### src/rtl/jk_seq_ctrl.sv
// jk_seq_ctrl: sequences J/K drive onto an external JK flip-flop for a
// commanded number of clock edges, then checks the flop's Q against the
// value the operation should have produced and flags any mismatch.
//
// Command handshake: a command transfers on a rising edge where
// cmd_valid && cmd_ready. cmd_ready is high only in IDLE. A request seen
// while busy is neither accepted nor queued; the requester keeps cmd_valid
// (and its payload) asserted until cmd_ready is seen high.
module jk_seq_ctrl #(
   parameter int CNT_W = 4
) (
   input  logic             clk,
   input  logic             reset,
   input  logic             cmd_valid,
   output logic             cmd_ready,
   input  logic [1:0]       cmd_op,
   input  logic [CNT_W-1:0] cmd_count,
   output logic             jk_j,
   output logic             jk_k,
   input  logic             jk_q,
   output logic             busy,
   output logic             done,
   output logic             err,
   output logic [7:0]       err_count,
   output logic [1:0]       state_dbg
);

   typedef enum logic [1:0] {
      IDLE  = 2'd0,
      DRIVE = 2'd1,
      CHECK = 2'd2
   } state_t;

   localparam logic [1:0]       OP_HOLD   = 2'b00;
   localparam logic [1:0]       OP_RESET  = 2'b01;
   localparam logic [1:0]       OP_SET    = 2'b10;
   localparam logic [CNT_W-1:0] CNT_ZERO  = '0;
   localparam logic [CNT_W-1:0] CNT_ONE   = CNT_ZERO + 1'b1;
   localparam logic [7:0]       ERR_MAX   = 8'hFF;

   state_t           state;
   state_t           state_nxt;
   logic [1:0]       op_r;
   logic [CNT_W-1:0] rem;
   logic             exp_q;
   logic             exp_q_nxt;
   logic             accept;
   logic             drive_j_nxt;
   logic             drive_k_nxt;

   assign accept    = cmd_valid && (state == IDLE);
   assign cmd_ready = (state == IDLE);
   assign busy      = (state != IDLE);
   assign done      = (state == CHECK);
   assign err       = (state == CHECK) && (jk_q != exp_q);
   assign state_dbg = state;

   // Expected final Q, computed at accept from the live Q (q_start). A zero
   // count applies no edges, so Q must simply stay put whatever the op.
   always_comb begin
      exp_q_nxt = jk_q;
      if (cmd_count != CNT_ZERO) begin
         case (cmd_op)
            OP_HOLD:  exp_q_nxt = jk_q;
            OP_RESET: exp_q_nxt = 1'b0;
            OP_SET:   exp_q_nxt = 1'b1;
            default:  exp_q_nxt = jk_q ^ cmd_count[0];
         endcase
      end
   end

   // Next-state logic: DRIVE lasts exactly 'count' cycles, CHECK one cycle.
   always_comb begin
      state_nxt = state;
      case (state)
         IDLE: begin
            if (accept) begin
               state_nxt = (cmd_count != CNT_ZERO) ? DRIVE : CHECK;
            end
         end
         DRIVE: begin
            if (rem == CNT_ONE) begin
               state_nxt = CHECK;
            end
         end
         CHECK:   state_nxt = IDLE;
         default: state_nxt = IDLE;
      endcase
   end

   // J/K are registered, so their next value follows the next state: the op
   // taken from the command port on the accept edge, from op_r afterwards.
   always_comb begin
      drive_j_nxt = 1'b0;
      drive_k_nxt = 1'b0;
      if (state_nxt == DRIVE) begin
         drive_j_nxt = accept ? cmd_op[1] : op_r[1];
         drive_k_nxt = accept ? cmd_op[0] : op_r[0];
      end
   end

   // State register; reset wins over everything, including a pending accept.
   always_ff @(posedge clk) begin
      if (reset) begin
         state <= IDLE;
      end else begin
         state <= state_nxt;
      end
   end

   // Command capture and repeat counter. rem is loaded with the count and
   // stepped down once per DRIVE cycle; leaving at rem==1 means it never
   // reaches zero inside DRIVE, so a maximum count cannot wrap.
   always_ff @(posedge clk) begin
      if (reset) begin
         op_r  <= 2'b00;
         rem   <= CNT_ZERO;
         exp_q <= 1'b0;
      end else if (accept) begin
         op_r  <= cmd_op;
         rem   <= cmd_count;
         exp_q <= exp_q_nxt;
      end else if (state == DRIVE) begin
         rem   <= rem - CNT_ONE;
      end
   end

   // Registered J/K drive to the controlled flip-flop.
   always_ff @(posedge clk) begin
      if (reset) begin
         jk_j <= 1'b0;
         jk_k <= 1'b0;
      end else begin
         jk_j <= drive_j_nxt;
         jk_k <= drive_k_nxt;
      end
   end

   // Saturating count of CHECK cycles that found a mismatch.
   always_ff @(posedge clk) begin
      if (reset) begin
         err_count <= 8'h00;
      end else if (err && (err_count != ERR_MAX)) begin
         err_count <= err_count + 8'h01;
      end
   end

endmodule

### config.mk
export PLATFORM = sky130hd
export DESIGN_NAME = jk_seq_ctrl
export DESIGN_NICKNAME = d
export VERILOG_FILES = /design/src/rtl/jk_seq_ctrl.sv
export SDC_FILE = /design/constraint.sdc
export NUM_CORES = 1
export LEC_CHECK = 0
export BUFFER_PORTS_ARGS = -buffer_cell sky130_fd_sc_hd__buf_4
export CAP_MARGIN = 20
export CORE_MARGIN = 5
export CORE_UTILIZATION = 40
export DETAILED_ROUTE_END_ITERATION = 12
export PLACE_DENSITY = 0.73
export SLEW_MARGIN = 20
export SYNTH_ARGS = -nofsm -noshare
export SYNTH_HDL_FRONTEND = slang
export SYNTH_SLANG_ARGS = --single-unit
### constraint.sdc
create_clock -name clk -period 1.8 [get_ports clk]
set_clock_uncertainty 0.1 [all_clocks]
set_input_delay 0.18 -clock clk [delete_from_list [all_inputs] [get_ports clk]]
set_output_delay 0.18 -clock clk [all_outputs]
set_load 0.1 [all_outputs]
==> results of run 1 <==
## layout make-up
| type | instances | area (um2) |
|---|---|---|
| multi-input cells | 83 | 586.8 |
| flip-flops and latches | 19 | 402.9 |
| clock buffers | 4 | 26.28 |
| inverters | 7 | 30.03 |
| fillers | 227 | 1131 |
| well taps | 30 | 37.54 |
| repair buffers | 26 | 195.2 |
## metal layers
layer | global-route usage | vias to the layer above
li1 | - | 452
met1 | 0.1737 | 409
met2 | 0.2191 | 33
met3 | 0.02397 | 4
met4 | 0.06646 | 0
met5 | 0 | -
## through the flow
| stage | cells | cell area, um2 | TNS [ns] |
|---|---|---|---|
| floorplan | 111 | 1027 | -0.1767 |
| global placement | 165 | 1252 | 0 |
| detailed placement | 165 | 1252 | 0 |
| CTS | 169 | 1279 | 0 |
| global route | 169 | 1279 | 0 |
| finish | 169 | 1279 | 0 |
## power by group through the flow
| stage | logic [uW] | clock network [uW] | registers (uW) |
|---|---|---|---|
| after floorplan | 163 | 0 | 514 |
| after detailed placement | 270 | 0 | 473 |
| after global routing | 291 | 247 | 468 |
| final | 271 | 220 | 465 |
| after CTS | 271 | 226 | 465 |
| after global placement | 265 | 0 | 473 |
## worst max-delay path by stage
stage,slack (ns),cells past startpoint,end,start
global placement,0.22,5,err_count[1]$_SDFFE_PP0P_,err_count[0]$_SDFFE_PP0P_
floorplan,-0.18,2,busy,state_dbg[0]$_SDFF_PP0_
global route,0.06,5,err_count[1]$_SDFFE_PP0P_,err_count[0]$_SDFFE_PP0P_
CTS,0.14,5,err_count[1]$_SDFFE_PP0P_,err_count[0]$_SDFFE_PP0P_
finish,0.14,5,err_count[1]$_SDFFE_PP0P_,err_count[0]$_SDFFE_PP0P_
detailed placement,0.15,5,err_count[1]$_SDFFE_PP0P_,err_count[0]$_SDFFE_PP0P_
## logic make-up after synthesis
group           synth area share
buf+inv                  0.03426
mux                      0.04188
fa+ha+maj                0.03808
flops                     0.3858
compound gates            0.1739
simple gates              0.2919
xor+xnor                 0.03427
## sequential cells by signal, indices dropped and copies added, names as in the netlist
name and count:
err_count 8, rem 4, state_dbg 2, jk_j 1, jk_k 1, op_r 2
exp_q 1
## worst max-delay path: cells and delay by family (launching register included)
kind	cells	cell delay (ns)
mux	1	0.22
fa+ha+maj	1	0.26
simple gates	2	0.26
compound gates	1	0.35
flops	1	0.37
## cells in the final DEF (no fill, tap or decap), drive strengths merged
cell and count:
a2bb2oi 1, mux2 1, a21oi 6, nand3 5
ha 3, a41oi 1, a221oi 3, nor3b 1
inv 6, nand2 5, o21ai 3, and2b 1
nor3 7, dfxtp 19, or4 1, a211o 1
nor4 1, and4b 1, nor2 19, a31oi 1
a311oi 2, a21o 1, a21bo 1, buf 26
nand2b 2, mux2i 3, and4 1, a21boi 2
xnor2 3, nor2b 4, clkinvlp 1, clkbuf 4
a22oi 1, and2 2
==> insert_results.sql, run 1 <==
INSERT INTO impl_metrics (metric_group, metric, value, unit) VALUES
('outcome', 'run_status', 'complete, no violations', ''),
('power', 'net_switching_power', '339.5', 'uW'),
('clock_network', 'post-cts-setup-buffer-count', '0', ''),
('timing', 'worst-slew-pin-transition', '0.4632', 'ns'),
('setup_path', 'worstReg2RegEnd', 'err_count[1]$_SDFFE_PP0P_', ''),
('setup_path', 'timing.reg2reg.setup_slack', '0.14', 'ns'),
('die', 'fp.coreArea', '0.002410', 'mm2'),
('timing', 'setup_slack', '0.1395', 'ns'),
('layout', 'num_antenna_cells', '0', ''),
('die', 'number_of_top_level_design_ports', '26', ''),
('die', 'die_w', '59.65', 'um'),
('die', 'chipHeight', '59.65', 'um'),
('timing', 'max_freq', '0.6022', 'GHz'),
('power', 'total_power', '956.1', 'uW'),
('layout', 'area_delta_synth_final', '29.70', '%'),
('timing', 'hold_ws', '0.04428', 'ns'),
('setup_path', 'end_kind', 'flip-flop', ''),
('power', 'intPower', '616.6', 'uW'),
('synthesis', 'synthCells', '111', ''),
('routing', 'drcViolationCount', '0', ''),
('routing', 'route.layer.met1.wl', '1019', 'um'),
('synthesis', 'synth_area_leaders', 'dfxtp_1 (39%), nor2_1 (7.2%), ha_1 (3.8%)', ''),
('clock_network', 'postCtsResizedCells', '0', ''),
('die', 'std_cell_rows', '18', ''),
('power', 'vdd_drop_max', '0.5452', 'mV'),
('routing', 'dr.first_iter.drc_count', '21', ''),
('die', 'die_area', '0.003558', 'mm2'),
('timing', 'minimum_period_implied_by_the_final_worst_setup_slack', '1.660', 'ns'),
('worst_hold_path', 'hold_start', 'cmd_count[1]', ''),
('setup_path', 'arrival_time_worst_endpoint', '1.75', 'ns'),
('clock_network', 'cts.root.buffer_cell', 'clkbuf_4', ''),
('timing', 'setup_violations', '0', ''),
('timing', 'timing_hold_violations_final', '0', ''),
('timing', 'timing.max_slew.rel_slack', '0.6897', ''),
('setup_path', 'slowest_delay', '0.37', 'ns'),
('synthesis', 'netlist.area_leader.share', '0.3858', ''),
('setup_path', 'worstSetupStartpointType', 'flip-flop', ''),
('placement', 'buffer_ports.inserted', '25', ''),
('grt', 'grt-ovfl-total', '0', ''),
('power', 'power_per_cell_area', '747.7', 'mW/mm2'),
('clock_network', 'tritoncts', 'done', ''),
('synthesis', 'post_synth_num_cell_types', '38', ''),
('routing', 'viasPerCell', '5.314', ''),
('routing', 'detailedRoute.firstPassIterationCount', '4', ''),
('worst_hold_path', 'whs_endpoint', 'rem[1]$_SDFFE_PP0P_', ''),
('power', 'power.leakage', '0.0005362', 'uW'),
('setup_path', 'crit_fanout', '5', ''),
('layout', 'finalNetCount', '153', ''),
('power', 'seq_power_share', '0.486', ''),
('placement', 'detailed_place_hpwl', '1710', 'um'),
('layout', 'layout-drive-gt1-share', '0.3669', ''),
('clock_network', 'cts.path.max_buffers', '2', ''),
('placement', 'gp_congestion', '0.7990', ''),
('clock_network', 'cts_num_sinks', '19', ''),
('synthesis', 'synth_enable_flop_cells', '0', ''),
('grt', 'groute.usage.overall', '0.1362', ''),
('setup_path', 'criticalPathCategory', 'flip-flop to flip-flop', ''),
('clock_network', 'cts-htree-levels', '1', ''),
('setup_path', 'timing.critical_path.cells', 'ha_1 > and2_1 > a311oi_2 > mux2i_1 > nor2_1', ''),
('clock_network', 'path_clk_slew', '0.12', 'ns'),
('routing', 'detail_route.wl_per_cell', '13.37', 'um'),
('routing', 'route.met3.wl', '163', 'um'),
('power', 'power_switching_share', '0.3551', ''),
('setup_path', 'timing.critical_path.slowest_stage_cell', 'dfxtp_4', ''),
('synthesis', 'yosysWarningCount', '0', ''),
('grt', 'number_of_antenna_violations_at_the_first_check_in_global_routing', '0', ''),
('clock_network', 'worstSkewPairLatency', '0.29', 'ns'),
('setup_path', 'cp_data_required_time', '1.88', 'ns'),
('clock_network', 'cts_buffers', '3', ''),
('worst_hold_path', 'timing.hold.worst.class', 'input port to flip-flop', ''),
('grt', 'global_route_wire_length_before_repair', '3739', 'um');
(Power assumes the default switching activity.)
==> run 2, diff against run 1 <==
--- a/config.mk
+++ b/config.mk
@@ -10,7 +10,8 @@
 export CORE_MARGIN = 5
 export CORE_UTILIZATION = 40
 export DETAILED_ROUTE_END_ITERATION = 12
-export PLACE_DENSITY = 0.73
+export PLACE_DENSITY_LB_ADDON = 0.08
+export SETUP_SLACK_MARGIN = 0.2
 export SLEW_MARGIN = 20
 export SYNTH_ARGS = -nofsm -noshare
 export SYNTH_HDL_FRONTEND = slang
==> insert_results.sql, run 2 (synthesized netlist as in run 1, its figures left out) <==
INSERT INTO impl_metrics (metric_group, metric, value, unit) VALUES
('outcome', 'run_status', 'complete, no violations', ''),
('routing', 'detailroute.via_count', '901', ''),
('layout', 'finalNetCount', '154', ''),
('power', 'power.leakage', '0.0005374', 'uW'),
('layout', 'instances_no_fill', '170', ''),
('setup_path', 'cp_data_required_time', '1.52', 'ns'),
('setup_path', 'cell_class_contributing_the_biggest_share_of_worst_path_delay', 'flip-flops', ''),
('setup_path', 'worstSetupStartpointType', 'flip-flop', ''),
('grt', 'grt_start_max_net_pins', '19', ''),
('die', 'chipHeight', '59.65', 'um'),
('layout', 'reg_top3', 'err_count x8, rem x4', ''),
('layout', 'postLayoutCellArea', '0.001348', 'mm2'),
('placement', 'detailed_place_hpwl', '1679', 'um'),
('clock_network', 'cts_buffers', '3', ''),
('timing', 'max_freq', '0.6550', 'GHz'),
('die', 'fp.coreArea', '0.002410', 'mm2'),
('routing', 'viasPerCell', '5.300', ''),
('layout', 'area_delta_synth_final', '36.67', '%'),
('setup_path', 'cp_num_buf_inv', '1', ''),
('routing', 'detail-route-antenna-nets', '0', ''),
('timing', 'min_period_over_period', '0.8482', ''),
('placement', 'postPlaceCellArea', '0.001292', 'mm2'),
('setup_path', 'timing.critical_path.cells', 'nand2b_4 > nor2_4 > buf_6', ''),
('die', 'initial_utilization', '0.4091', ''),
('timing', 'setup_repair_after_global_routing_missed_its_margin', 'false', ''),
('routing', 'totalWireLength', '2163', 'um'),
('grt', 'grt-ovfl-total', '0', ''),
('placement', 'gp_congestion', '0.8629', ''),
('clock_network', 'path_clk_slew', '0.11', 'ns'),
('die', 'die_area', '0.003558', 'mm2'),
('timing', 'setup_violations', '0', ''),
('flow_run', 'maxCapViolations', '0', ''),
('clock_network', 'cts.path.max_buffers', '2', ''),
('timing', 'timing.max_slew.rel_slack', '0.7783', ''),
('setup_path', 'criticalPathCategory', 'flip-flop to output port', ''),
('clock_network', 'cts_num_sinks', '19', ''),
('setup_path', 'arrival_time_worst_endpoint', '1.25', 'ns'),
('clock_network', 'postCtsHoldBufs', '0', ''),
('setup_path', 'timing.critical_path.slowest_stage_cell', 'dfxtp_4', ''),
('timing', 'report.final.slew_viol_count', '0', ''),
('layout', 'max_reg_flops', '8', ''),
('layout', 'layout-drive-gt1-share', '0.4143', ''),
('grt', 'via_count_of_the_first_global_routing_pass', '805', ''),
('timing', 'minimum_period_implied_by_the_final_worst_setup_slack', '1.527', 'ns'),
('layout', 'registers.top_by_ff_count', 'err_count', ''),
('routing', 'detail_route.wl_per_cell', '12.72', 'um'),
('routing', 'dr.first_iter.drc_count', '18', ''),
('die', 'std_cell_rows', '18', ''),
('grt', 'number_of_antenna_violations_at_the_first_check_in_global_routing', '0', ''),
('clock_network', 'worstSkewPairLatency', '0.29', 'ns'),
('setup_path', 'crit_fanout', '7', ''),
('routing', 'detailedRoute.firstPassIterationCount', '4', ''),
('die', 'die_w', '59.65', 'um'),
('layout', 'num_antenna_cells', '0', ''),
('clock_network', 'tritoncts', 'done', ''),
('power', 'power_per_cell_area', '705.8', 'mW/mm2'),
('clock_network', 'cts.root.buffer_cell', 'clkbuf_4', ''),
('placement', 'place_inst', '165', ''),
('setup_path', 'slowest_delay', '0.40', 'ns'),
('setup_path', 'end_kind', 'output port', ''),
('die', 'number_of_top_level_design_ports', '26', ''),
('clock_network', 'cts-htree-levels', '1', ''),
('routing', 'drcViolationCount', '0', ''),
('grt', 'global_route_wire_length_before_repair', '3567', 'um'),
('placement', 'buffer_ports.inserted', '25', ''),
('grt', 'groute.usage.overall', '0.1320', ''),
('timing', 'worst-slew-pin-transition', '0.3326', 'ns'),
('timing', 'timing_hold_violations_final', '0', ''),
('power', 'vdd_drop_max', '0.4438', 'mV'),
('worst_hold_path', 'timing.hold.worst.class', 'input port to flip-flop', ''),
('layout', 'mostFrequentLayoutCells', 'buf_4 (25), nor2_1 (17), dfxtp_4 (9), dfxtp_1 (8)', ''),
('layout', 'final_common_cell', 'buf_4', '');
## run 2: per-layer routing
layer / GRT usage / vias up / wire, um
met5: 0 / - / 0
met4: 0.06646 / 0 / 40
met3: 0.02614 / 4 / 123
met2: 0.2176 / 17 / 1036
met1: 0.1614 / 423 / 962
li1: - / 457 / -
## run 2: final cells by class
| type | count | area (um2) |
|---|---|---|
| clock buffers | 3 | 22.52 |
| well taps | 30 | 37.54 |
| repair buffers | 27 | 210.2 |
| inverters | 7 | 33.78 |
| multi-input cells | 83 | 621.8 |
| clock inverters | 1 | 5.005 |
| fillers | 223 | 1062 |
| flip-flops and latches | 19 | 416.7 |
## run 2: path summary, 6_finish.rpt
check	startpoint	depth (start not counted)	slack, ns	endpoint
setup reg to reg	err_count[5]$_SDFFE_PP0P_	4	0.28	err_count[3]$_SDFFE_PP0P_
hold reg to reg	err_count[6]$_SDFFE_PP0P_	1	0.38	err_count[6]$_SDFFE_PP0P_
setup / recovery	state_dbg[0]$_SDFF_PP0_	3	0.27	err
hold / removal	cmd_count[1]	3	0.04	rem[1]$_SDFFE_PP0P_
## run 2: report_power, final
group	total (uW)	switching (uW)	internal, uW	leakage (uW)
clock network	214	131	82.7	0.0000177
registers	459	25.6	433	0.000163
logic	278	181	97.7	0.000357
total	951	338	613	0.000537
## run 2: through the flow
stage	hold slack (ns)	total power, uW	setup slack [ns]	util	TNS [ns]
floorplan	0.2347	671.6	-0.1764	-	-0.1764
CTS	0.03415	960.9	0.2283	0.5540	0
detailed placement	0.3495	737.1	0.2640	0.5363	0
finish	0.04040	951.1	0.2732	0.5592	0
global route	0.04900	1007	0.2028	0.5592	0
global placement	0.3419	735.2	0.3005	0.5363	0
## run 2: worst register-to-register path, delay by kind of cell, from the launching register on
| kind | cells | cell delay, ns |
|---|---|---|
| flip-flops | 1 | 0.38 |
| AND/OR/NAND/NOR | 2 | 0.45 |
| multiplexers | 1 | 0.33 |
| AO/OA/AOI/OAI | 1 | 0.17 |
## run 2: what timing repair did
action / in CTS / in global routing
gates resized for setup: 2 / 2
buffers inserted: 0 / 1
pin swaps: 0 / 1
hold endpoints to repair: 0 / 0
endpoints found under the setup margin: 1 / 4
